--- src/rtl/ram_fifo_sync.sv ---
// Synchronous RAM-backed FIFO: registered read data, occupancy count and level flags.
// Sticky overflow/underflow flags are built only when RAM_FIFO_ERR_EN is defined.
module ram_fifo_sync #(
  parameter int DATA_W   = 8,
  parameter int ADDR_W   = 3,
  parameter int AF_LEVEL = 6,
  parameter int AE_LEVEL = 1
) (
  input  logic              clk,
  input  logic              rst,
  input  logic              we,
  input  logic [DATA_W-1:0] d,
  input  logic              rd,
  output logic [DATA_W-1:0] q,
  output logic              q_valid,
  output logic              full,
  output logic              empty,
  output logic              almost_full,
  output logic              almost_empty,
  output logic [ADDR_W:0]   count,
  output logic              overflow,
  output logic              underflow
);

  localparam int DEPTH = 2 ** ADDR_W;
  localparam logic [ADDR_W:0] FULL_CNT = (ADDR_W + 1)'(DEPTH);
  localparam logic [ADDR_W:0] AF_CNT   = (ADDR_W + 1)'(AF_LEVEL);
  localparam logic [ADDR_W:0] AE_CNT   = (ADDR_W + 1)'(AE_LEVEL);

  logic [DATA_W-1:0] mem [DEPTH];
  logic [ADDR_W-1:0] wr_ptr;
  logic [ADDR_W-1:0] rd_ptr;
  logic              rd_ok;
  logic              wr_ok;

  // A full FIFO still takes a write when a read frees a slot in the same cycle.
  assign rd_ok = rd && !empty;
  assign wr_ok = we && (!full || rd_ok);

  assign full         = (count == FULL_CNT);
  assign empty        = (count == '0);
  assign almost_full  = (count >= AF_CNT);
  assign almost_empty = (count <= AE_CNT);

  // NOTE: storage has no reset; stale words are unreachable because the
  // pointers and count are cleared, and a reset-free array maps onto RAM.
  always_ff @(posedge clk) begin
    if (wr_ok) begin
      mem[wr_ptr] <= d;
    end
  end

  // NOTE: non-blocking assignments make a same-slot write and read (full FIFO)
  // return the old word, and keep every register sampling pre-edge values.
  always_ff @(posedge clk) begin
    if (rst) begin
      wr_ptr  <= '0;
      rd_ptr  <= '0;
      count   <= '0;
      q       <= '0;
      q_valid <= 1'b0;
    end else begin
      q_valid <= rd_ok;
      if (rd_ok) begin
        q      <= mem[rd_ptr];
        rd_ptr <= rd_ptr + ADDR_W'(1);
      end
      if (wr_ok) begin
        wr_ptr <= wr_ptr + ADDR_W'(1);
      end
      case ({wr_ok, rd_ok})
        2'b10:   count <= count + (ADDR_W + 1)'(1);
        2'b01:   count <= count - (ADDR_W + 1)'(1);
        default: count <= count;
      endcase
    end
  end

`ifdef RAM_FIFO_ERR_EN
  always_ff @(posedge clk) begin
    if (rst) begin
      overflow  <= 1'b0;
      underflow <= 1'b0;
    end else begin
      if (we && !wr_ok) overflow  <= 1'b1;
      if (rd && !rd_ok) underflow <= 1'b1;
    end
  end
`else
  assign overflow  = 1'b0;
  assign underflow = 1'b0;
`endif

endmodule

--- config.mk ---
export PLATFORM = sky130hd
export DESIGN_NAME = ram_fifo_sync
export DESIGN_NICKNAME = d
export VERILOG_FILES = /design/src/rtl/ram_fifo_sync.sv
export SDC_FILE = /design/constraint.sdc
export NUM_CORES = 1
export LEC_CHECK = 0
export BUFFER_PORTS_ARGS = -buffer_cell sky130_fd_sc_hd__buf_2
export CORE_MARGIN = 1.5
export CORE_UTILIZATION = 60
export CTS_CLUSTER_SIZE = 16
export DETAILED_ROUTE_END_ITERATION = 12
export GPL_ROUTABILITY_DRIVEN = 0
export PLACE_DENSITY_LB_ADDON = 0.2
export SLEW_MARGIN = 5
export SYNTH_ARGS = -nofsm -noshare
export SYNTH_HDL_FRONTEND = slang
export SYNTH_SLANG_ARGS = --single-unit
export TNS_END_PERCENT = 50
--- constraint.sdc ---
create_clock -name clk -period 4.8 [get_ports clk]
set_clock_uncertainty 0.15 [all_clocks]
set_input_delay 1.2 -clock clk [delete_from_list [all_inputs] [get_ports clk]]
set_output_delay 1.2 -clock clk [all_outputs]
set_load 0.1 [all_outputs]
# Word-level counts from Yosys, hierarchy flattened
# Memories as Yosys holds them, arrays and structs flattened. A register that Yosys moved wholly into a read port is not among the register bits.
# Cells that the tools add are included.
[classes]
add_sub_neg = 4
magnitude_cmp = 2
n_eq_ne = 3
n_mux = 3
n_reduce_logical = 7
[op_table]
columns = ["cell", "n"]
rows = [
  ["4-bit case mux with 2 select lines", 1],
  ["3-bit by 1-bit adder with 3-bit output, second input constant", 2],
  ["4-bit by 1-bit adder with 4-bit output, second input constant", 1],
  ["4-bit equality test, second input constant", 1],
  ["4-bit by 3-bit >= comparator with 1-bit output, second input constant", 1],
  ["4-bit by 1-bit less-or-equal comparator with 1-bit output, second input constant", 1],
  ["4-bit zero test", 1],
  ["4-bit by 1-bit subtractor with 4-bit output, second input constant", 1],
  ["2-bit by 1-bit equality test with 1-bit output, second input constant", 1],
  ["2-bit equality test, second input constant", 1],
  ["1-bit logical AND", 2],
  ["1-bit zero test", 2],
  ["1-bit 2-to-1 mux", 2],
  ["2-bit nonzero test", 1],
  ["1-bit logical OR", 1],
]
[totals]
reg_bits = 11
ram_bits = 64
input_bits = 12
elab_cells = 24
n_memories = 1
[mem_list]
columns = ["memory", "words", "width", "rd", "rd_ports_with_merged_regs", "write_ports", "line_no", "source"]
rows = [
  ["mem", 8, 8, 1, 1, 1, "30", "logic [DATA_W-1:0] mem [DEPTH];"],
]

# Longest topological paths before layout
[logic_depth]
word_depth = 7
mapped_depth = 8
depth_no_buf = 6

# Worst setup path before layout
# Ideal clock, no wire load.
[synth_timing]
kind = "reg-to-output"
startpoint = "register count[0]"
endpoint = "output almost_empty"
arrival_time_ns = 3.373
t_required_ns = 3.450
setup_slack_ns = 0.077
path_stages_with_launch = 4
n_path_buf = 0
path_cell_list = "dfxtp_1 > ha_1 > nor2_1 > nor3_1"
[synth_between]
elab_chain_len = 1
[synth_lines]
columns = ["item", "line_no", "source"]
rows = [
  ["start, declared", "20", "output logic [ADDR_W:0] count,"],
  ["start signal, assigned", "72", "2'b10: count <= count + (ADDR_W + 1)'(1);"],
  ["start signal, assigned", "73", "2'b01: count <= count - (ADDR_W + 1)'(1);"],
  ["start signal, assigned", "74", "default: count <= count;"],
  ["4-bit by 1-bit less-or-equal comparator with 1-bit output", "43", "assign almost_empty = (count <= AE_CNT);"],
  ["end, declared", "19", "output logic almost_empty,"],
]
# Every way passes these cells.

# Worst setup path after layout
[layout_timing]
startpoint = "register count[1]"
endpoint = "output empty"
[layout_between]
elab_chain_len = 1
[layout_lines]
columns = ["item", "line_no", "source"]
rows = [
  ["4-bit zero test", "41", "assign empty = (count == '0);"],
  ["end, declared", "17", "output logic empty,"],
]
# Every way passes these cells.

==> results.sh <==
export IMPL_drc=0
export IMPL_synth_main_ff_cell="edfxtp_1"
export IMPL_grt_pass1_wl_um=10200
export IMPL_ioPinCount=31
export IMPL_htreeDepth=3
export IMPL_pwr_share_clk_pct=24.4
export IMPL_crit_slowest_cell="buf_2"
export IMPL_p_int_uw=1290
export IMPL_diodes=0
export IMPL_path_buf_inv=2
export IMPL_grt_max_degree=35
export IMPL_cp_top_family="buffers and inverters"
export IMPL_area_growth_syn_to_layout_pct=10.6
export IMPL_die_area_um2=6230
export IMPL_clkTransAtPathRegs_ns=0.08
export IMPL_io_buffers=28
export IMPL_row_count=27
export IMPL_synth_top_family_by_area="simple AND/OR/NAND/NOR gates"
export IMPL_worstPathCellList="inv_1 -> ha_1 -> nand2b_1 -> nor2_1 -> buf_2"
export IMPL_start_util_pct=62.5
export IMPL_maxCapViolations=0
export IMPL_p_seq_share_pct=41.6
export IMPL_syn_area_per_cell_um2=13.5
export IMPL_hold_viol_final=0
export IMPL_ys_top_cells_by_area="edfxtp_1, dfxtp_1, mux2i_1"
export IMPL_core_area_um2=5540
export IMPL_reg2reg_depth=5
export IMPL_tns_ns=0
export IMPL_ant_nets=0
export IMPL_finalNetCount=300
export IMPL_wl_per_cell_um=17.8
export IMPL_cp_max_fo=9
export IMPL_worstPathArrival_ns=2.01
export IMPL_synth_seq_area_share_pct=66.5
export IMPL_synth_top_cell_area_share_pct=55.5
export IMPL_setup_viol=0
export IMPL_cpPeakStageDelay_ns=0.45
export IMPL_slew_violations=0
export IMPL_max_slew_worst_pin_slew_ns=1.11
export IMPL_overflow=0
export IMPL_grt_pass1_vias=1994
export IMPL_viasPerCell=5.72
export IMPL_synth_compound_area_share_pct=6.43
export IMPL_cts_tree="done"
export IMPL_worst_slack_ns=1.44
export IMPL_max_freq_mhz=297
export IMPL_relSlewSlack_pct=25.3
export IMPL_dp_hpwl_um=4330
export IMPL_cts_post_setup_buffers_inserted=0
export IMPL_synth_xor_area_share_pct=1.26
export IMPL_p_leak_uw=0.00132
export IMPL_hold_path_startpoint="q[5]"
export IMPL_synth_edff_count=64
export IMPL_end_kind="output port"
export IMPL_r2r_setup_slack_ns=2.09
export IMPL_cts_root_buf="clkbuf_8"
export IMPL_drt_iter0_drc=216
export IMPL_synth_cells=257
export IMPL_final_util_pct=69.1
export IMPL_chipWidth_um=79.0
export IMPL_min_path_type="flop to flop"
export IMPL_synthAdderAreaFrac_pct=2.17
export IMPL_die_h_um=79.0
export IMPL_cts_buffers=9
export IMPL_p_per_area_nw_per_um2=563
export IMPL_syn_cell_area_um2=3460
export IMPL_whs_ns=0.339
export IMPL_status="completed"
export IMPL_cp_data_required_time_ns=3.45
export IMPL_yosysWarnings=0
export IMPL_comb_power_share_pct=33.9
export IMPL_synthSimpleGateAreaFrac_pct=10.4
export IMPL_clock_sinks=83
export IMPL_synth_seq_cells=83
export IMPL_grtUsageTotal_pct=22.9
export IMPL_synthMuxAreaShare_pct=10.2
export IMPL_start_kind="flop"
export IMPL_postCtsResizedCells=0
export IMPL_holdPathEnd="q[5]"
export IMPL_firstDrtPassIters=4
export IMPL_ctsHoldBuffers=0
export IMPL_async_flop_share_pct=0
export IMPL_yosysMostFrequentCell="edfxtp_1"
export IMPL_rsz0062_at_grt="false"
export IMPL_wirelength_um=6380
export IMPL_period_minus_slack_ns=3.36
export IMPL_synth_top_cell_by_area="edfxtp_1"
export IMPL_cts_buffer_depth=2
export IMPL_antenna_found_initial=0
export IMPL_hold_depth=2
export IMPL_ir_worst_vdd_v=0.000376
export IMPL_clk_latency_ns=0.35
export IMPL_synth_common_cells="edfxtp_1, mux2i_1, nor2_1, nor3_1, dfxtp_1"
export IMPL_drive_gt1_share_pct=16.4
export IMPL_switching_share_pct=40.3
export IMPL_pre_cts_slack_ns=1.69
export IMPL_worstSetupPathType="flop to output port"
export IMPL_power_switching_uw=868
export IMPL_reg2reg_from="count[1]"
export IMPL_reg2reg_to="mem[4][2]"
export IMPL_yosys_cell_types_count=40
export IMPL_vias=2046
export IMPL_finalCritPeriodShare_pct=70.1
routing by layer:
| layer | up-vias | part of all wire, % | wire length [um] | global-route usage, % |
|---|---|---|---|---|
| met5 | - | 0 | 0 | 0 |
| met4 | 0 | 0.53 | 34 | 7.37 |
| met3 | 4 | 10 | 644 | 9.20 |
| met2 | 75 | 48 | 3040 | 34.3 |
| met1 | 960 | 42 | 2660 | 30.8 |
| li1 | 1007 | - | - | - |
final cells by class:
class / instances / area (um^2)
Inverter: 3 / 11.3
Multi-Input combinational cell: 156 / 1060
Tap cell: 72 / 90.1
Fill cell: 411 / 1710
Timing Repair Buffer: 29 / 148
Sequential cell: 83 / 2300
Clock buffer: 9 / 124
Clock inverter: 6 / 90.1
metrics by stage:
step                      cells  total power (uW)  cell area (um^2)
after floorplan             258              1530              3470
after global placement      343              1630              3610
after detailed placement    343              1640              3610
after CTS                   358              2160              3830
after global routing        358              2250              3830
final                       358              2150              3830
logic make-up after synthesis:
| kind of cell | after synthesis |
|---|---|
| xor+xnor | 5 |
| flops | 83 |
| buf+inv | 19 |
| compound gates | 35 |
| mux | 35 |
| other cells | 1 |
| simple gates | 73 |
| fa+ha+maj | 6 |
registers in the layout (all words and copies together) (netlist names):
name	cells
q_valid	1
rd_ptr	3
mem	64
q	8
count	4
wr_ptr	3
power groups by stage:
stage                     logic [uW]  clock network, uW  registers (uW)
after global placement           720                  0             909
after detailed placement         729                  0             913
after floorplan                  403                  0            1130
final                            731                527             896
after CTS                        730                537             897
after global routing             773                569             908
worst max path at each step:
stage,from,endpoint,slack [ns],cells past startpoint
2_1_floorplan,count[0],almost_empty,0.08,3
3_3_place_gp,we,mem[3][0],1.74,3
3_5_place_dp,rd,mem[4][5],1.69,3
4_1_cts,count[1],empty,1.43,5
5_1_grt,count[1],empty,1.24,5
6_report,count[1],empty,1.44,5
worst register-to-register path: cells and delay by family (launching register included):
family	cells	cell delay, ns
adder cells (fa/ha/maj)	1	0.28
buffers and inverters	1	0.13
AO/OA/AOI/OAI	1	0.19
AND/OR/NAND/NOR	2	1.09
flip-flops	1	0.49
cell usage in the layout, fill, tap and decap left out, types with 2 or more instances in the layout:
cell and count:
a221oi_1 2, nor3_1 22, edfxtp_1 64, ha_1 6, o21ai_0 6, nand2_1 7
nand2b_1 6, clkbuf_8 9, o22ai_1 16, a21oi_1 2, xor2_1 4, and2_1 2
mux2i_1 34, nor3b_1 2, buf_2 28, nand3b_1 2, clkinv_2 2, dfxtp_1 18
conb_1 2, inv_1 3, nor2_1 23, bufinv_16 2, o211ai_1 3, nor2b_1 2
Power figures use the tool's default switching activity.
